--- src/rtl/vend_pkg.sv ---
// Shared coin-interface definitions: coin codes, coin values and the payout FSM states.
// The coin codes are common to the coin-input and payout paths.
package vend_pkg;

    localparam logic [1:0] COIN_NONE = 2'b00;
    localparam logic [1:0] COIN_5    = 2'b01;
    localparam logic [1:0] COIN_10   = 2'b10;

    localparam int VAL_5  = 5;
    localparam int VAL_10 = 10;

    typedef enum logic [2:0] {
        ST_IDLE,
        ST_SELECT,
        ST_ISSUE,
        ST_GAP,
        ST_FAULT
    } disp_state_t;

endpackage

--- src/rtl/ack_timer.sv ---
// Wait counter for the hopper acknowledge: cleared before each coin, counts while enabled.
// expired is high during the ACK_TIMEOUT-th cycle that the counter has been enabled.
module ack_timer #(
    parameter int ACK_TIMEOUT = 15
) (
    input  logic clk,
    input  logic reset,
    input  logic clear,
    input  logic en,
    output logic expired
);

    localparam int CNT_W = $clog2(ACK_TIMEOUT + 1);

    logic [CNT_W-1:0] cnt;

    always_ff @(posedge clk or negedge reset) begin
        if (!reset) begin
            cnt <= '0;
        end else if (clear) begin
            cnt <= '0;
        end else if (en && !expired) begin
            cnt <= cnt + CNT_W'(1);
        end
    end

    // Count value k means the current cycle is the (k+1)-th one waited.
    assign expired = (cnt == CNT_W'(ACK_TIMEOUT - 1));

endmodule

--- src/rtl/change_dispenser.sv ---
// Payout FSM: pays a change amount greedily in 10/5 coins through the hopper,
// falling back to 5s when the 10 tube is empty, with a sticky fault on ack timeout.
//
// state     | meaning
// ----------+------------------------------------------------------------
// ST_IDLE   | ready for a request
// ST_SELECT | pick next coin, finish (done) or fault on empty tubes
// ST_ISSUE  | coin_valid high, waiting for coin_ack or timeout
// ST_GAP    | one idle cycle between coins
// ST_FAULT  | hopper fault, held until reset
module change_dispenser
    import vend_pkg::*;
#(
    parameter int AMT_W       = 6,
    parameter int ACK_TIMEOUT = 15
) (
    input  logic             clk,
    input  logic             reset,
    input  logic             req_valid,
    input  logic [AMT_W-1:0] req_amount,
    output logic             req_ready,
    input  logic             empty10,
    input  logic             empty5,
    output logic [1:0]       coin_out,
    output logic             coin_valid,
    input  logic             coin_ack,
    output logic             done,
    output logic [AMT_W-1:0] residue,
    output logic             fault,
    output logic [AMT_W-1:0] remaining
);

    disp_state_t      state, state_next;
    logic             load_req;
    logic             set_coin;
    logic [1:0]       coin_sel;
    logic             clr_coin;
    logic             pay;
    logic             timer_clr;
    logic             expired;
    logic [AMT_W-1:0] amt_mod5;
    logic [AMT_W-1:0] coin_amt;

    ack_timer #(
        .ACK_TIMEOUT(ACK_TIMEOUT)
    ) u_ack_timer (
        .clk     (clk),
        .reset   (reset),
        .clear   (timer_clr),
        .en      (state == ST_ISSUE),
        .expired (expired)
    );

    always_ff @(posedge clk or negedge reset) begin
        if (!reset) begin
            state <= ST_IDLE;
        end else begin
            state <= state_next;
        end
    end

    always_comb begin
        state_next = state;
        load_req   = 1'b0;
        set_coin   = 1'b0;
        coin_sel   = COIN_NONE;
        clr_coin   = 1'b0;
        pay        = 1'b0;
        timer_clr  = 1'b0;
        case (state)
            ST_IDLE: begin
                if (req_valid) begin
                    load_req   = 1'b1;
                    state_next = ST_SELECT;
                end
            end
            ST_SELECT: begin
                timer_clr = 1'b1;
                // remaining is always a multiple of 5, so nonzero implies >= 5
                if (remaining == '0) begin
                    state_next = ST_IDLE;
                end else if (remaining >= AMT_W'(VAL_10) && !empty10) begin
                    set_coin   = 1'b1;
                    coin_sel   = COIN_10;
                    state_next = ST_ISSUE;
                end else if (!empty5) begin
                    set_coin   = 1'b1;
                    coin_sel   = COIN_5;
                    state_next = ST_ISSUE;
                end else begin
                    state_next = ST_FAULT;
                end
            end
            ST_ISSUE: begin
                if (coin_ack) begin
                    pay        = 1'b1;
                    clr_coin   = 1'b1;
                    state_next = ST_GAP;
                end else if (expired) begin
                    clr_coin   = 1'b1;
                    state_next = ST_FAULT;
                end
            end
            ST_GAP:   state_next = ST_SELECT;
            ST_FAULT: state_next = ST_FAULT;
            default:  state_next = ST_IDLE;
        endcase
    end

    assign amt_mod5 = req_amount % AMT_W'(VAL_5);
    assign coin_amt = (coin_out == COIN_10) ? AMT_W'(VAL_10) : AMT_W'(VAL_5);

    always_ff @(posedge clk or negedge reset) begin
        if (!reset) begin
            remaining <= '0;
            residue   <= '0;
            coin_out  <= COIN_NONE;
        end else begin
            if (load_req) begin
                remaining <= req_amount - amt_mod5;
                residue   <= amt_mod5;
            end else if (pay) begin
                remaining <= remaining - coin_amt;
            end
            if (set_coin) begin
                coin_out <= coin_sel;
            end else if (clr_coin) begin
                coin_out <= COIN_NONE;
            end
        end
    end

    assign req_ready  = (state == ST_IDLE);
    assign coin_valid = (state == ST_ISSUE);
    assign done       = (state == ST_SELECT) && (remaining == '0);
    assign fault      = (state == ST_FAULT);

endmodule

--- config.mk ---
export PLATFORM = sky130hd
export DESIGN_NAME = change_dispenser
export DESIGN_NICKNAME = d
export VERILOG_FILES = /design/src/rtl/vend_pkg.sv /design/src/rtl/ack_timer.sv /design/src/rtl/change_dispenser.sv
export SDC_FILE = /design/constraint.sdc
export NUM_CORES = 1
export LEC_CHECK = 0
export CORE_ASPECT_RATIO = 1.1
export CORE_MARGIN = 5
export CORE_UTILIZATION = 51
export CTS_BUF_LIST = sky130_fd_sc_hd__clkbuf_2 sky130_fd_sc_hd__clkbuf_4 sky130_fd_sc_hd__clkbuf_8
export DETAILED_ROUTE_END_ITERATION = 6
export MAX_ROUTING_LAYER = met4
export PLACE_DENSITY = 0.75
export SYNTH_ARGS = -nofsm -noshare
export SYNTH_HDL_FRONTEND = slang
export SYNTH_SLANG_ARGS = --single-unit
--- constraint.sdc ---
create_clock -name clk -period 2.12 [get_ports clk]
set_input_delay 0.424 -clock clk [delete_from_list [all_inputs] [get_ports clk]]
set_output_delay 0.424 -clock clk [all_outputs]
set_load 0.02 [all_outputs]
# == Yosys cells after proc, flatten, opt, wreduce, memory -nomap -nowiden ==
# Cells that the tools add are included.
# totals
regBits,21
input_bits,12
output_inout_bits,18
# op_classes
addsub,3
div_mod_pow,1
magnitude_cmp,1
n_eq_ne,8
n_mux,30
reduce_logical,11
# ops
cell,n
$mux 3,6
$pmux 3 s5,1
$mux 1,13
$mux 4,3
$mux 6,2
$mux 2,5
$eq 3x2->1 const B,2
$ge 6x4->1 const B,1
$logic_not 6->1,1
$mod 6x3->6 const B,1
$reduce_bool 2->1,3
$sub 6x4->6,1
$sub 6x6->6,1
$add 4x1->4 const B,1
$eq 4x4->1 const B,1
$eq 3x1->1 const B,1
$eq 3x3->1 const B,1
$logic_and 1x1->1,3
$logic_not 3->1,1
$ne 3x3->1 const B,1
$eq 2x2->1 const B,1
$logic_not 1->1,2
$ne 2x2->1 const B,1
$reduce_and 2->1,1

# == Longest topological paths before layout ==
# Gate-level depths: netlist of the first run.
# depth
word_depth,6
mapped_depth,27
depth_no_buf,24

# == Hierarchy ==
# Synthesis of the first run repeated with hierarchy kept, for this count alone.
# hier_totals
cells_unflattened,251
hier_area_um2,2065.7
# modules_own_cells
mod,instances,cells_each,area_per_inst_um2
change_dispenser,1,227,1844.3
ack_timer,1,24,221.5

# == Worst setup path after synthesis of the first run ==
# Ideal clock, no wire load.
# synth_timing
path_kind,input to register
from,input port req_amount[2]
to,register remaining[5]
arrival_ns,4.871
path_slack_ns,-2.886
cell_stages,26
cell_sequence,buf_6 nand2b_1 buf_6 o21ai_0 a21oi_1 ha_1 clkbuf_1 nand2_1 a211oi_2 nor2_1 xnor2_1 ha_1 a21oi_1 a2111oi_2 nor3_1 nor3b_1 mux2_2 ha_1 nor2b_1 o21ai_0 nand2b_1 o21a_1 nor2_1 a21oi_1 xnor2_1 a21oi_1
# synth_via
elab_chain_cells,3
# synth_lines
item,line,text
start: declaration,change_dispenser.sv:20,"input logic [AMT_W-1:0] req_amount,"
$mod 6x3->6,change_dispenser.sv:110,assign amt_mod5 = req_amount % AMT_W'(VAL_5);
$sub 6x6->6 *,change_dispenser.sv:120,remaining <= req_amount - amt_mod5;
$mux 6 *,change_dispenser.sv:119,if (load_req) begin
end signal: assignment,change_dispenser.sv:120,
end signal: assignment,change_dispenser.sv:123,remaining <= remaining - coin_amt;
end: declaration,change_dispenser.sv:30,output logic [AMT_W-1:0] remaining
# Every way passes the cells marked *; elsewhere a longest branch is shown, timed or not.
# A chain may end at the register's enable or synchronous reset.

# == Final worst setup path of the first run ==
# layout_timing
from,input port req_amount[4]
to,register remaining[5]
# Same word-level chain as after synthesis.

==> flow_results.org, run 1 <==
** Die
- For this configuration, the core starts out at a cell density of 0.529.
- I/O pin count :: 30
- Vertical extent of the die :: 74.8 µm
- The total area inside the core boundary comes to 3680 µm².
- The die covers 5160 µm².
- Die Width :: 68.9 µm
- The initialized floorplan defines 23 standard-cell rows.

** Final layout
- After filler insertion, the fill cell instance count of the layout stands at 185.
- Share of final-layout standard cells stronger than drive strength 1 :: 0.447
- Number of inserted diodes :: 0
- After routing the design area is 3280 µm².
- From synthesis to final layout, the design area changed by 68.0%.
- Final cell count without fillers :: 383
- For this run, the post-layout net count is 362.
- Core occupancy in the finished layout :: 0.889

** STA
- Across the routed clock network, the largest skew measured is 13.8 ps.
- Max Clock Freq :: 0.238 GHz
- Final critical-path setup slack :: -2090 ps
- Final clock period utilization by the worst path :: 1.99
- Headroom to the max-slew limit :: 0.538
- RSZ-0062 raised after global routing :: yes
- For the pin with the worst max-slew slack, the measured transition is 691 ps.
- # setup viols final :: 12
- Clock period minus worst slack :: 4210 ps
- The hold violation count in the final report is 0.
- The final max-slew violation count was 0.

** Placement
- RD Place Congestion :: 0.991
- Placed inst area :: 2760 µm²
- Placed wire-length estimate after detailed placement :: 4.41 mm
- Number of input and output port buffers inserted :: 29
- At the placement stage, the worst setup path has a slack of -2730 ps.
- DP Cell Count :: 360

** Clock tree
- No sink is reached through more buffers than the 2 on the longest clock path.
- The root buffer cell chosen for the clock tree is sky130_fd_sc_hd__clkbuf_8.
- TritonCTS created 3 clock buffers.
- Clock-pin slew was measured on the worst setup and hold paths at 90 ps.
- The clock drives 21 sinks.
- TritonCTS built the clock tree.
- Clock latency on the worst-skew pair, taken at its later pin, is 280 ps.
- CTS built an H-tree with a depth of 1.

** Synth
- For this run, the leading register cell type out of synthesis is sky130_fd_sc_hd__dfrtp_1.
- Dividing the synthesized area by the synthesized cell count gives 8.33 µm².
- Number of warnings issued by yosys :: 0
- Count of flip-flops with a built-in enable after synthesis :: 0
- Summing every instance area after synthesis gives 1950 µm².
- Post-synthesis sequential element count :: 21
- Share of async-settable or async-resettable flops after synthesis :: 1.00
- For this run, the register share of the synthesized area comes to 0.270.
- Nets in the synthesized netlist :: 262
- Synthesized instance count :: 234
- Number of library cell types mapped by synthesis :: 57

** Critical path
- STA classifies the critical path endpoint as a flip-flop.
- In this run the worst path has a maximum fanout of 4.
- Required time of the critical path :: 2270 ps
- FF-to-FF Start :: coin_out[0]$_DFFE_PN0P_
- At the worst endpoint, the arrival time is 4360 ps.
- Type of the worst setup path :: primary input to flip-flop
- STA classifies the critical path startpoint as a primary input.
- Tracing the worst setup path back leads to its startpoint at req_amount[4].

** Route
- After detailed routing, the average wire length per cell comes to 19.6 µm.
- Number of design rule violations left after detail routing :: 0
- After detailed routing, the total wire length is 7.53 mm.
- Pre-antenna DRT Iters :: 5
- Final ANT Viol Nets :: 0
- Across all layers, the routed design uses 2327 vias.
- After detailed routing, the number of vias per cell comes to 6.08.
- After the first detailed-routing iteration, the DRC count stood at 228.

** GRT
- Wire length of the first global-routing pass :: 10.3 mm
- The number of global-route vias before repair is 2225.
- Final global-route overflow total :: 0
- The initial antenna violation count is 0.
- Entering global routing, the biggest net connects 22 pins.
- For this run, the total global-route usage over all layers was measured as 0.270.

** Power
- IR analysis of the VDD net gives a maximum drop of 0.000644 V.
- In this run the static leakage power is 1.45 nW.
- Total design power :: 3.37 mW
- Total power per unit cell area :: 1030 nW/µm²

** Hold path
- Hold WC Path Type :: primary input to async pin

** Status
- The checks that failed: negative setup slack.
- Run status :: finished, violations left

** Flow run
- Max-cap violations in this run came to 0.
## area by class of cell
cell class                      count  area (µm²)  share of cell area
Timing Repair Buffer              104         898               0.274
Tap cell                           50        62.6              0.0191
Sequential cell                    21         526               0.160
Clock inverter                      1        7.51             0.00229
Clock buffer                        3        41.3              0.0126
Multi-Input combinational cell    191        1690               0.516
Inverter                           13        51.3              0.0157
## metrics by stage
step / TNS, ps / hold WS (ps)
6_report: -16650 / 483
5_1_grt: -18470 / 517
4_1_cts: -15120 / 491
3_5_place_dp: -25020 / 470
3_3_place_gp: -23510 / 465
2_1_floorplan: -18250 / 128
## worst max-delay path, stage by stage
cell and delay (ps):
sky130_fd_sc_hd__buf_12 110, sky130_fd_sc_hd__xor2_4 200, sky130_fd_sc_hd__o22ai_4 90, sky130_fd_sc_hd__a21oi_4 150, sky130_fd_sc_hd__ha_4 190, sky130_fd_sc_hd__nand2_4 70
sky130_fd_sc_hd__a211oi_4 280, sky130_fd_sc_hd__nor2_4 80, sky130_fd_sc_hd__xnor2_4 240, sky130_fd_sc_hd__ha_4 200, sky130_fd_sc_hd__a21oi_4 60, sky130_fd_sc_hd__a2111oi_4 220
sky130_fd_sc_hd__nor3_2 110, sky130_fd_sc_hd__nor3b_2 300, sky130_fd_sc_hd__mux2_4 370, sky130_fd_sc_hd__ha_4 250, sky130_fd_sc_hd__nor2b_4 120, sky130_fd_sc_hd__o21ai_2 110
sky130_fd_sc_hd__nand2b_1 130, sky130_fd_sc_hd__a21oi_1 280, sky130_fd_sc_hd__a21oi_2 110, sky130_fd_sc_hd__xnor2_1 170, sky130_fd_sc_hd__a21oi_1 80
## kinds of logic after synthesis
group                      count (synthesis)  share of synthesized area
and+or+nand+nor                           84                      0.227
AOI/OAI and AO/OA                         71                      0.239
buffers and inverters                     22                     0.0533
DFF                                       21                      0.270
muxes                                      5                     0.0276
xor gates and xnor gates                  14                     0.0668
adders and majority gates                 17                      0.116
## layer usage
layer	GRT usage	vias up	share of wire
met5	-	-	0
met1	0.307	1113	0.38
met2	0.488	132	0.51
met4	0.0952	0	0.049
li1	-	1040	-
met3	0.0224	42	0.059
## cells in the mapped netlist (all sizes together), types with 2 or more instances
library cell,instances,area [µm²]
nor3,8,40.0
inv,13,48.8
nand3,9,45.0
nand2,19,71.3
a21oi,17,92.6
ha,14,175
o21ai,22,110
o22ai,4,25.0
o21a,2,15.0
buf,5,40.0
nor3b,4,35.0
a2111oi,2,23.8
nor2,17,63.8
dfrtp,21,526
a211oi,5,42.5
and2,5,33.8
nand2b,8,50.1
nor2b,6,37.5
clkbuf,4,15.0
xnor2,8,70.1
a31oi,5,31.3
mux2i,2,20.0
xor2,6,60.1
fa,2,40.0
mux2,3,33.8
a21boi,2,15.0
## cells in the final DEF, fill, tap and decap left out, types with 3 or more instances in the layout
master,count
sky130_fd_sc_hd__nand2b_4,3
sky130_fd_sc_hd__buf_6,13
sky130_fd_sc_hd__o21ai_0,8
sky130_fd_sc_hd__nand3_1,9
sky130_fd_sc_hd__a21oi_1,10
sky130_fd_sc_hd__clkbuf_8,3
sky130_fd_sc_hd__nor3_1,5
sky130_fd_sc_hd__nand2b_1,5
sky130_fd_sc_hd__inv_1,8
sky130_fd_sc_hd__nor2_1,15
sky130_fd_sc_hd__dlygate4sd2_1,3
sky130_fd_sc_hd__and2_1,3
sky130_fd_sc_hd__buf_4,63
sky130_fd_sc_hd__xnor2_1,5
sky130_fd_sc_hd__nor3_2,3
sky130_fd_sc_hd__clkdlybuf4s50_1,21
sky130_fd_sc_hd__ha_4,6
sky130_fd_sc_hd__xor2_1,5
sky130_fd_sc_hd__a211oi_1,3
sky130_fd_sc_hd__o21ai_2,10
sky130_fd_sc_hd__a31oi_1,4
sky130_fd_sc_hd__dfrtp_1,21
sky130_fd_sc_hd__ha_1,8
sky130_fd_sc_hd__mux2_4,3
sky130_fd_sc_hd__a21oi_2,5
sky130_fd_sc_hd__nor2b_1,5
sky130_fd_sc_hd__nand2_1,18
sky130_fd_sc_hd__inv_2,4
sky130_fd_sc_hd__o21ai_1,3
## flip-flops by register name, indices dropped and copies added, names as in the netlist
signal / flops
remaining: 6
state: 3
residue: 6
coin_out: 2
u_ack_timer.cnt: 4
## power by group
part / total (mW) / internal [mW] / leakage, nW / switching, mW
sequential: 0.744 / 0.571 / 0.261 / 0.172
clock: 0.291 / 0.134 / 0.0217 / 0.157
combinational: 2.34 / 1.14 / 1.17 / 1.20
## path summary, 6_finish.rpt
path	slack [ps]	end	cells past startpoint
max	-2090	remaining[5]$_DFFE_PN0P_	23
min	480	state[0]$_DFFE_PN0P_	2
max reg2reg	-220	remaining[5]$_DFFE_PN0P_	10
min reg2reg	510	residue[3]$_DFFE_PN0P_	2
max in group asynchronous	1400	remaining[4]$_DFFE_PN0P_	2
min in group clk	510	residue[3]$_DFFE_PN0P_	2
## what timing repair did
item                                    in CTS  in global routing
gates resized for setup                     65                 31
hold buffers                                 0                  0
setup buffers                               13                 10
endpoints found under the hold margin        0                  0
pin swaps                                   31                 24
endpoints found under the setup margin      14                 13
gates cloned                                 0                  0
Note: power is estimated with default switching activity, not from simulation.
==> inputs of run 2 (changes only) <==
--- a/config.mk
+++ b/config.mk
@@ -9,9 +9,11 @@
 export CORE_MARGIN = 5
 export CORE_UTILIZATION = 51
 export CTS_BUF_LIST = sky130_fd_sc_hd__clkbuf_2 sky130_fd_sc_hd__clkbuf_4 sky130_fd_sc_hd__clkbuf_8
+export CTS_CLUSTER_DIAMETER = 120
 export DETAILED_ROUTE_END_ITERATION = 6
 export MAX_ROUTING_LAYER = met4
 export PLACE_DENSITY = 0.75
+export REMOVE_ABC_BUFFERS = 1
 export SYNTH_ARGS = -nofsm -noshare
 export SYNTH_HDL_FRONTEND = slang
 export SYNTH_SLANG_ARGS = --single-unit
==> flow_results.org, run 2 (same netlist as run 1, synthesis figures left out) <==
** Clock tree
- Clock buffer count from CTS :: 3 (unchanged)
- Clock-pin slew on the worst setup and hold paths :: 80 ps (about the same)
- The maximum root-to-sink buffer count was 2 (unchanged).
- The tree is rooted in a sky130_fd_sc_hd__clkbuf_8.
- The number of clock sinks is 21 (unchanged).
- Clock tree from TritonCTS :: yes
- Number of H-tree levels :: 1 (unchanged)
- The cts-stage hold buffer count came to 0 (unchanged).
- Clock latency reported for the late side of the worst-skew pair :: 270 ps (about the same)

** Final layout
- The layout net count was 369 (+1.9%).
- Commonest cells after routing, fill and taps aside :: sky130_fd_sc_hd__buf_4, sky130_fd_sc_hd__clkdlybuf4s50_1, sky130_fd_sc_hd__dfrtp_1, sky130_fd_sc_hd__nand2_1, sky130_fd_sc_hd__nor2_1
- The largest registers in the layout are remaining x6, residue x6, u_ack_timer.cnt x4.
- The cell area after layout was 3320 µm² (+1.5%).
- Share of final-layout standard cells stronger than drive strength 1 :: 0.468 (+0.0202)
- The number of diodes is 0 (unchanged).
- Signed area change from the synthesized netlist to the final layout :: 70.5%
- Leaving out fill and tap cells, the most frequent cell in the layout is sky130_fd_sc_hd__buf_4.

** Power
- Total design power :: 3.54 mW (+4.8%)
- The leakage power figure came to 1.46 nW (+0.73%).
- The worst-case vdd ir drop was 0.000566 V (-12%).
- Total power per unit cell area :: 1060 nW/µm² (+3.3%)

** Flow run
- # Max-Cap Violations :: 0 (unchanged)

** GRT
- Final global-route overflow total :: 0 (unchanged)
- Pin count of the biggest net entering global routing :: 22 (unchanged)
- Wire length of the first global-routing pass :: 11.5 mm (+12%)
- Number of global-route vias before repair :: 2342 (+5.3%)
- Initial antenna violation count :: 0 (unchanged)
- The overall fraction of global-route tracks in use is 0.306 (+0.0367).

** STA
- # setup viols final :: 12 (unchanged)
- The tightest slew margin relative to the limit is 0.487 (-0.0513).
- The final critical-path required period was 4310 ps (+104 ps).
- The final max-slew violation count came to 0 (unchanged).
- Final clock period utilization by the worst path :: 2.03 (+0.0492)
- The minimum setup slack in the final design is -2190 ps (-104 ps).
- The highest attainable clock frequency was 0.232 GHz (-2.4%).
- Clock Skews :: 7.07 ps (-6.70 ps)
- The hold violation count in the final report came to 0 (unchanged).
- Transition time at the pin with the least slew margin :: 768 ps (+76.8 ps)
- Setup repair after global routing could not meet its margin everywhere.

** Route
- Detailed-route via count :: 2601 (+12%)
- Aggregate routed wire length :: 9.06 mm (+20%)
- Final ANT Viol Nets :: 0 (unchanged)
- Detail-routed via count per cell :: 6.67 (+9.8%)
- Pre-antenna DRT Iters :: 6 (+1)
- Number of design rule violations left after detail routing :: 0 (unchanged)
- Routed wire length per instance :: 23.2 µm (+18%)
- Iter 0 DRT Violations :: 376 (+65%)

** Critical path
- The required time of the critical path came to 2250 ps (-20 ps).
- Type of the worst setup path :: primary input to flip-flop
- The worst setup path is launched from a primary input.
- FF-to-FF Start :: coin_out[0]$_DFFE_PN0P_
- STA classifies the critical path endpoint as a flip-flop.
- Max Fanout on Critical Path :: 4 (unchanged)
- The register-to-register setup slack is -100 ps (+120 ps).
- The arrival time at the worst endpoint is 4440 ps (+80 ps).
- The critical path starts at req_amount[4].

** Placement
- The number of port buffers was 29 (unchanged).
- Placed wire-length estimate after detailed placement :: 4.19 mm (-4.9%)
- RD Place Congestion :: 0.906 (-8.5%)
- The area after detailed placement is 2680 µm² (-2.7%).

** Hold path
- Hold WC Path Type :: flip-flop to flip-flop
- The startpoint identified for the worst hold timing path is residue[3]$_DFFE_PN0P_.

** Die
- Cell row count :: 23 (unchanged)
- The total die area was 5160 µm² (unchanged).
- Area of the core :: 3680 µm² (unchanged)
- Die Width :: 68.9 µm (unchanged)
- I/O pin count :: 30 (unchanged)
- The die extent in y is 74.8 µm (unchanged).
- Starting utilization of the core area :: 0.529 (unchanged)

** Status
- The final reports fail on negative setup slack.
- The flow ran to the end, but the final reports show violations.
## run 2: changes by cell type in the layout (fill, tap and decap cells not counted), sizes merged
cell	change
buf	+7
clkdlybuf4s15	+1
clkinvlp	-1
dlymetal6s2s	-1
clkinv	+1
clkdlybuf4s50	+2
dlygate4sd2	-2
## run 2: report_power, final
part           switching, mW  internal [mW]  leakage (nW)
Combinational           1.31           1.18          1.18
Clock                  0.148          0.131        0.0255
Sequential             0.188          0.572         0.261
Total                   1.65           1.89          1.46
## run 2: timing repair
item	in CTS	in global routing
resized for setup	79	38
buffers inserted	21	12
pin swaps	37	33
setup endpoints to repair	14	13
cloned	0	0
## run 2: cell type report
class	count	area [µm²]
Timing Repair Buffer	111	955
Sequential cell	21	526
Tap cell	50	62.6
Multi-Input combinational cell	191	1680
Clock buffer	3	41.3
Clock inverter	1	5.00
Fill cell	162	360
Inverter	13	53.8
## run 2: final timing paths
path	depth (start not counted)	to
worst min register to register	2	residue[3]$_DFFE_PN0P_
min in group asynchronous	2	state[1]$_DFFE_PN0P_
worst max-delay path	25	remaining[5]$_DFFE_PN0P_
max in group asynchronous	2	remaining[0]$_DFFE_PN0P_
worst max register to register	9	remaining[5]$_DFFE_PN0P_
worst min-delay path	2	residue[3]$_DFFE_PN0P_
## run 2: layer usage
layer | global-route usage | vias up | part of all wire
met2 | 0.554 | 224 | 0.49
li1 | - | 1054 | -
met4 | 0.121 | 0 | 0.085
met1 | 0.341 | 1231 | 0.34
met3 | 0.0299 | 92 | 0.081
met5 | - | - | 0
## run 2: critical path, cell delays in order
cell                        delay, ps
sky130_fd_sc_hd__buf_12           120
sky130_fd_sc_hd__xor2_4           180
sky130_fd_sc_hd__o22ai_2           90
sky130_fd_sc_hd__a21oi_2          160
sky130_fd_sc_hd__ha_2             250
sky130_fd_sc_hd__nand2_2           90
sky130_fd_sc_hd__a211oi_2         310
sky130_fd_sc_hd__nor2_2           100
sky130_fd_sc_hd__xnor2_2          170
sky130_fd_sc_hd__ha_2             200
sky130_fd_sc_hd__inv_2             90
sky130_fd_sc_hd__a21oi_4           70
sky130_fd_sc_hd__a2111oi_4        290
sky130_fd_sc_hd__nor3_2            80
sky130_fd_sc_hd__nor3b_2          230
sky130_fd_sc_hd__mux2_4           360
sky130_fd_sc_hd__ha_4             220
sky130_fd_sc_hd__nor2b_4          120
sky130_fd_sc_hd__o21ai_2          100
sky130_fd_sc_hd__nand2b_1         120
sky130_fd_sc_hd__o21a_1           200
sky130_fd_sc_hd__nor2_2           100
sky130_fd_sc_hd__a21oi_2           50
sky130_fd_sc_hd__xnor2_1          180
sky130_fd_sc_hd__a21oi_1          100
## run 2: metrics by stage
step                      utilization  setup WS [ps]  setup TNS, ps  std cells  hold slack [ps]
after global routing            0.902          -2380         -20580        390              526
final                           0.902          -2190         -18600        390              498
after CTS                       0.836          -1890         -15100        382              482
after global placement          0.728          -2750         -24880        362              463
after floorplan                     -          -2740         -22430        225              128
after detailed placement        0.728          -2990         -27140        362              474
==> inputs of run 3 (changes only) <==
--- a/config.mk
+++ b/config.mk
@@ -5,15 +5,16 @@
 export SDC_FILE = /design/constraint.sdc
 export NUM_CORES = 1
 export LEC_CHECK = 0
+export ABC_AREA = 1
 export CORE_ASPECT_RATIO = 1.1
 export CORE_MARGIN = 5
 export CORE_UTILIZATION = 51
 export CTS_BUF_LIST = sky130_fd_sc_hd__clkbuf_2 sky130_fd_sc_hd__clkbuf_4 sky130_fd_sc_hd__clkbuf_8
-export CTS_CLUSTER_DIAMETER = 120
 export DETAILED_ROUTE_END_ITERATION = 6
 export MAX_ROUTING_LAYER = met4
 export PLACE_DENSITY = 0.75
 export REMOVE_ABC_BUFFERS = 1
 export SYNTH_ARGS = -nofsm -noshare
 export SYNTH_HDL_FRONTEND = slang
+export SYNTH_HIERARCHICAL = 1
 export SYNTH_SLANG_ARGS = --single-unit
==> flow_results.org, run 3 <==
** Synth
- The count of synthesis-stage warnings from yosys came to 6 (+6).
- The sequential element share of the synthesized area is 0.271 (+0.00174).
- Most used DFF post-synth :: sky130_fd_sc_hd__dfrtp_1
- The netlist area before placement came to 1940 µm² (-0.64%).
- Share of the synthesized area in the top cell type :: 0.271 (+0.00174)
- Among all cell types in the netlist, the one instantiated most often is sky130_fd_sc_hd__nand2_1.
- Number of library cell types mapped by synthesis :: 38 (-33%)
- Count of flip-flops with a built-in enable after synthesis :: 0 (unchanged)
- Sorting the synthesized cells by how often they occur yields sky130_fd_sc_hd__nand2_1, sky130_fd_sc_hd__inv_1, sky130_fd_sc_hd__nor2_1.
- The share of synthesized flip-flops with an asynchronous set or reset was 1.00 (unchanged).
- The average size of a mapped cell is 6.92 µm² (-17%).
- Largest area contributor in the netlist :: sky130_fd_sc_hd__dfrtp_1
- The gate count after technology mapping came to 280 (+20%).
- The synthesized flop and latch total is 21 (unchanged).
- Sorting the synthesized cells by area gives the leading types as sky130_fd_sc_hd__dfrtp_1, sky130_fd_sc_hd__nand2_1, sky130_fd_sc_hd__ha_1, sky130_fd_sc_hd__inv_1, sky130_fd_sc_hd__nand3_1.

** Hold path
- Hold WC Path Type :: flip-flop to flip-flop

** Clock tree
- The clock latency on the worst-skew pair is 270 ps (about the same).
- Hold-fix buffer count after cts :: 0 (unchanged)
- Buffer type at the clock tree root :: sky130_fd_sc_hd__clkbuf_8
- The maximum root-to-sink buffer count came to 2 (unchanged).
- Clock buffer count from CTS :: 3 (unchanged)
- TritonCTS built the clock tree.
- Clock-pin slew on the worst setup and hold paths :: 70 ps (about the same)
- Number of H-tree levels :: 1 (unchanged)
- The number of clock sinks came to 21 (unchanged).

** Power
- The post-layout total power was 3.77 mW (+6.5%).
- The areal power density over the cells came to 1190 nW/µm² (+11%).
- The worst-case vdd ir drop came to 0.00100 V (+77%).
- The leakage power figure is 1.62 nW (+11%).

** Route
- Final ANT Viol Nets :: 0 (unchanged)
- Met2 Routed Length :: 3.53 mm (-21%)
- The number of vias in the routed layout is 2337 (-10%).
- The met3 layer wire length in the routed design is 355 µm (-52%).
- The number of iterations in the first detailed-routing pass came to 4 (-2).
- The initial DRC count was 160 (-57%).
- Routed wire length per instance :: 15.4 µm (-34%)
- The number of DRC violations after detailed routing came to 0 (unchanged).
- Met1 wire length :: 2.50 mm (-19%)
- Signal routing reaches up to met4.
- The wire length after detailed routing is 6.59 mm (-27%).
- Detail-routed via count per cell :: 5.46 (-18%)

** GRT
- The first-pass GRT wire length is 9.49 mm (-17%).
- The number of global-route vias before repair is 2268 (-3.2%).
- Final global-route overflow total :: 0 (unchanged)
- Pin count of the biggest net entering global routing :: 22 (unchanged)
- The initial antenna violation count is 0 (unchanged).
- The overall fraction of global-route tracks in use came to 0.248 (-0.0582).

** Critical path
- The peak fanout along the critical path is 4 (unchanged).
- STA classifies the critical path endpoint as a flip-flop.
- Worst reg-to-reg setup slack :: -100 ps (about the same)
- Required time of the critical path :: 2270 ps (+20 ps)
- STA classifies the critical path startpoint as a primary input.
- The arrival time at the worst endpoint is 3550 ps (-890 ps).
- The worst setup path is of the primary input to flip-flop kind.

** Die
- The overall die width was 68.8 µm (-0.27%).
- Starting utilization of the core area :: 0.530 (+0.000744)
- The count of standard-cell rows was 23 (unchanged).
- Area of the core :: 3650 µm² (-0.78%)
- The total die area is 5130 µm² (-0.54%).
- I/O pin count :: 30 (unchanged)
- Vertical extent of the die :: 74.6 µm (-0.27%)

** STA
- The tightest slew margin relative to the limit came to 0.786 (+0.299).
- The hold violation count in the final report came to 0 (unchanged).
- The minimum setup slack in the final design came to -1270 ps (+920 ps).
- The setup skew after layout came to 6.61 ps (-0.465 ps).
- Clock period minus worst slack :: 3390 ps (-920 ps)
- Slew Limit Fails :: 0 (unchanged)
- The portion of the clock cycle consumed by the worst path in the final layout came to 1.60 (-0.434).
- The actual transition at the worst max-transition pin was 321 ps (-447 ps).
- The highest attainable clock frequency was 0.295 GHz (+27%).
- # setup viols final :: 12 (unchanged)
- Setup repair after global routing could not meet its margin everywhere.

** Status
- Run status :: finished, violations left
- Failing checks :: negative setup slack

** Placement
- RD Place Congestion :: 0.866 (-4.5%)
- Number of input and output port buffers inserted :: 29 (unchanged)
- Placed wire-length estimate after detailed placement :: 3.84 mm (-8.5%)
- The number of placed instances with taps included was 405 (+12%).

** Final layout
- Share of final-layout standard cells stronger than drive strength 1 :: 0.407 (-0.0602)
- The layout net count is 407 (+10%).
- Commonest non-fill, non-tap cell in the layout :: sky130_fd_sc_hd__nand2_1
- Area of the multi-input gates :: 1490 µm² (-11%)
- The number of diodes was 0 (unchanged).
- Commonest cells after routing, fill and taps aside :: sky130_fd_sc_hd__nand2_1, sky130_fd_sc_hd__buf_4, sky130_fd_sc_hd__inv_1, sky130_fd_sc_hd__clkdlybuf4s50_1, sky130_fd_sc_hd__dfrtp_1
- The area growth from synthesis to layout is 63.9%.
- FF+latch area :: 526 µm² (unchanged)
- Count of fill cells added during filler insertion :: 200 (+23%)
- Largest registers :: remaining x6, residue x6, u_ack_timer/cnt x4
- Final cell count without fillers :: 428 (+9.7%)

** Flow run
- The number of max-cap violations is 0 (unchanged).
==> run 3: cell count changes after synthesis, moves of 5 or more <==
| cell | previous run | this run |
|---|---|---|
| sky130_fd_sc_hd__inv_1 | 13 | 43 |
| sky130_fd_sc_hd__xnor2_1 | 8 | 1 |
| sky130_fd_sc_hd__a21oi_1 | 15 | 4 |
| sky130_fd_sc_hd__nand2_1 | 19 | 70 |
| sky130_fd_sc_hd__nand2b_1 | 8 | 0 |
| sky130_fd_sc_hd__nand3_1 | 9 | 19 |
| sky130_fd_sc_hd__nor2b_1 | 6 | 0 |
| sky130_fd_sc_hd__nor2_1 | 17 | 22 |
| sky130_fd_sc_hd__inv_2 | 0 | 6 |
| sky130_fd_sc_hd__nand4_1 | 0 | 9 |
| sky130_fd_sc_hd__nand2_2 | 0 | 7 |
==> run 3: final cells by class <==
| cell class | instances | share of cell area |
|---|---|---|
| inverters | 51 | 0.0670 |
| repair buffers | 96 | 0.263 |
| flip-flops and latches | 21 | 0.166 |
| clock buffers | 4 | 0.0154 |
| multi-input cells | 206 | 0.469 |
| well taps | 50 | 0.0197 |
==> run 3: layer usage <==
| layer | GRT usage | vias up |
|---|---|---|
| li1 | - | 1106 |
| met3 | 0.0284 | 18 |
| met4 | 0.104 | 0 |
| met1 | 0.272 | 1136 |
| met2 | 0.448 | 77 |
| met5 | - | - |
==> run 3: logic make-up after synthesis <==
family | after synthesis | share of synthesized area
flip-flops | 21 | 0.271
adder cells (fa/ha/maj) | 16 | 0.111
AND/OR/NAND/NOR | 148 | 0.371
buffers and inverters | 53 | 0.103
XOR/XNOR | 5 | 0.0226
AO/OA/AOI/OAI | 37 | 0.121
==> run 3: final timing paths <==
kind	from	to	depth (start not counted)
min in group asynchronous	reset	coin_out[0]$_DFFE_PN0P_	2
max reg2reg	coin_out[0]$_DFFE_PN0P_	remaining[4]$_DFFE_PN0P_	12
min	residue[5]$_DFFE_PN0P_	residue[5]$_DFFE_PN0P_	2
max in group asynchronous	reset	u_ack_timer/cnt[2]$_DFFE_PN0P_	2
max	req_amount[1]	remaining[3]$_DFFE_PN0P_	22
min reg2reg	residue[5]$_DFFE_PN0P_	residue[5]$_DFFE_PN0P_	2
==> run 3: where the power goes <==
part,switching (mW),total (mW),internal [mW]
Combinational,1.50,2.75,1.25
Sequential,0.153,0.732,0.578
Clock,0.139,0.286,0.147
Total,1.79,3.77,1.98
==> run 3: timing repair <==
action	4_1_cts	5_1_grt
setup buffers	12	10
setup endpoints to repair	13	14
pin swaps	28	27
gates resized for setup	87	35
==> run 3: per-stage QoR <==
| stage | hold slack, ps | area (µm²) | TNS (ps) | utilization | setup slack [ps] |
|---|---|---|---|---|---|
| 2_1_floorplan | 128 | 1930 | -11420 | - | -1590 |
| 3_3_place_gp | 471 | 2640 | -19310 | 0.723 | -2240 |
| 3_5_place_dp | 478 | 2640 | -20640 | 0.723 | -2320 |
| 4_1_cts | 500 | 3010 | -7160 | 0.823 | -1090 |
| 5_1_grt | 527 | 3170 | -10850 | 0.869 | -1440 |
| 6_report | 494 | 3170 | -9030 | 0.869 | -1270 |
==> run 3: critical path, cell delays in order <==
cell and delay (ps):
sky130_fd_sc_hd__clkdlybuf4s50_1 490, sky130_fd_sc_hd__inv_1 100, sky130_fd_sc_hd__nor2_2 220, sky130_fd_sc_hd__nand4_4 160, sky130_fd_sc_hd__nand3_4 120, sky130_fd_sc_hd__nand2_2 70
sky130_fd_sc_hd__and2_4 160, sky130_fd_sc_hd__ha_4 160, sky130_fd_sc_hd__nand2_2 80, sky130_fd_sc_hd__nand3_2 80, sky130_fd_sc_hd__nand3_4 110, sky130_fd_sc_hd__inv_4 60
sky130_fd_sc_hd__o21ai_2 130, sky130_fd_sc_hd__nand2_2 100, sky130_fd_sc_hd__ha_4 290, sky130_fd_sc_hd__nand2_2 50, sky130_fd_sc_hd__nor2_2 140, sky130_fd_sc_hd__a211oi_2 60
sky130_fd_sc_hd__buf_4 140, sky130_fd_sc_hd__xor2_1 160, sky130_fd_sc_hd__o21bai_1 170, sky130_fd_sc_hd__inv_1 60
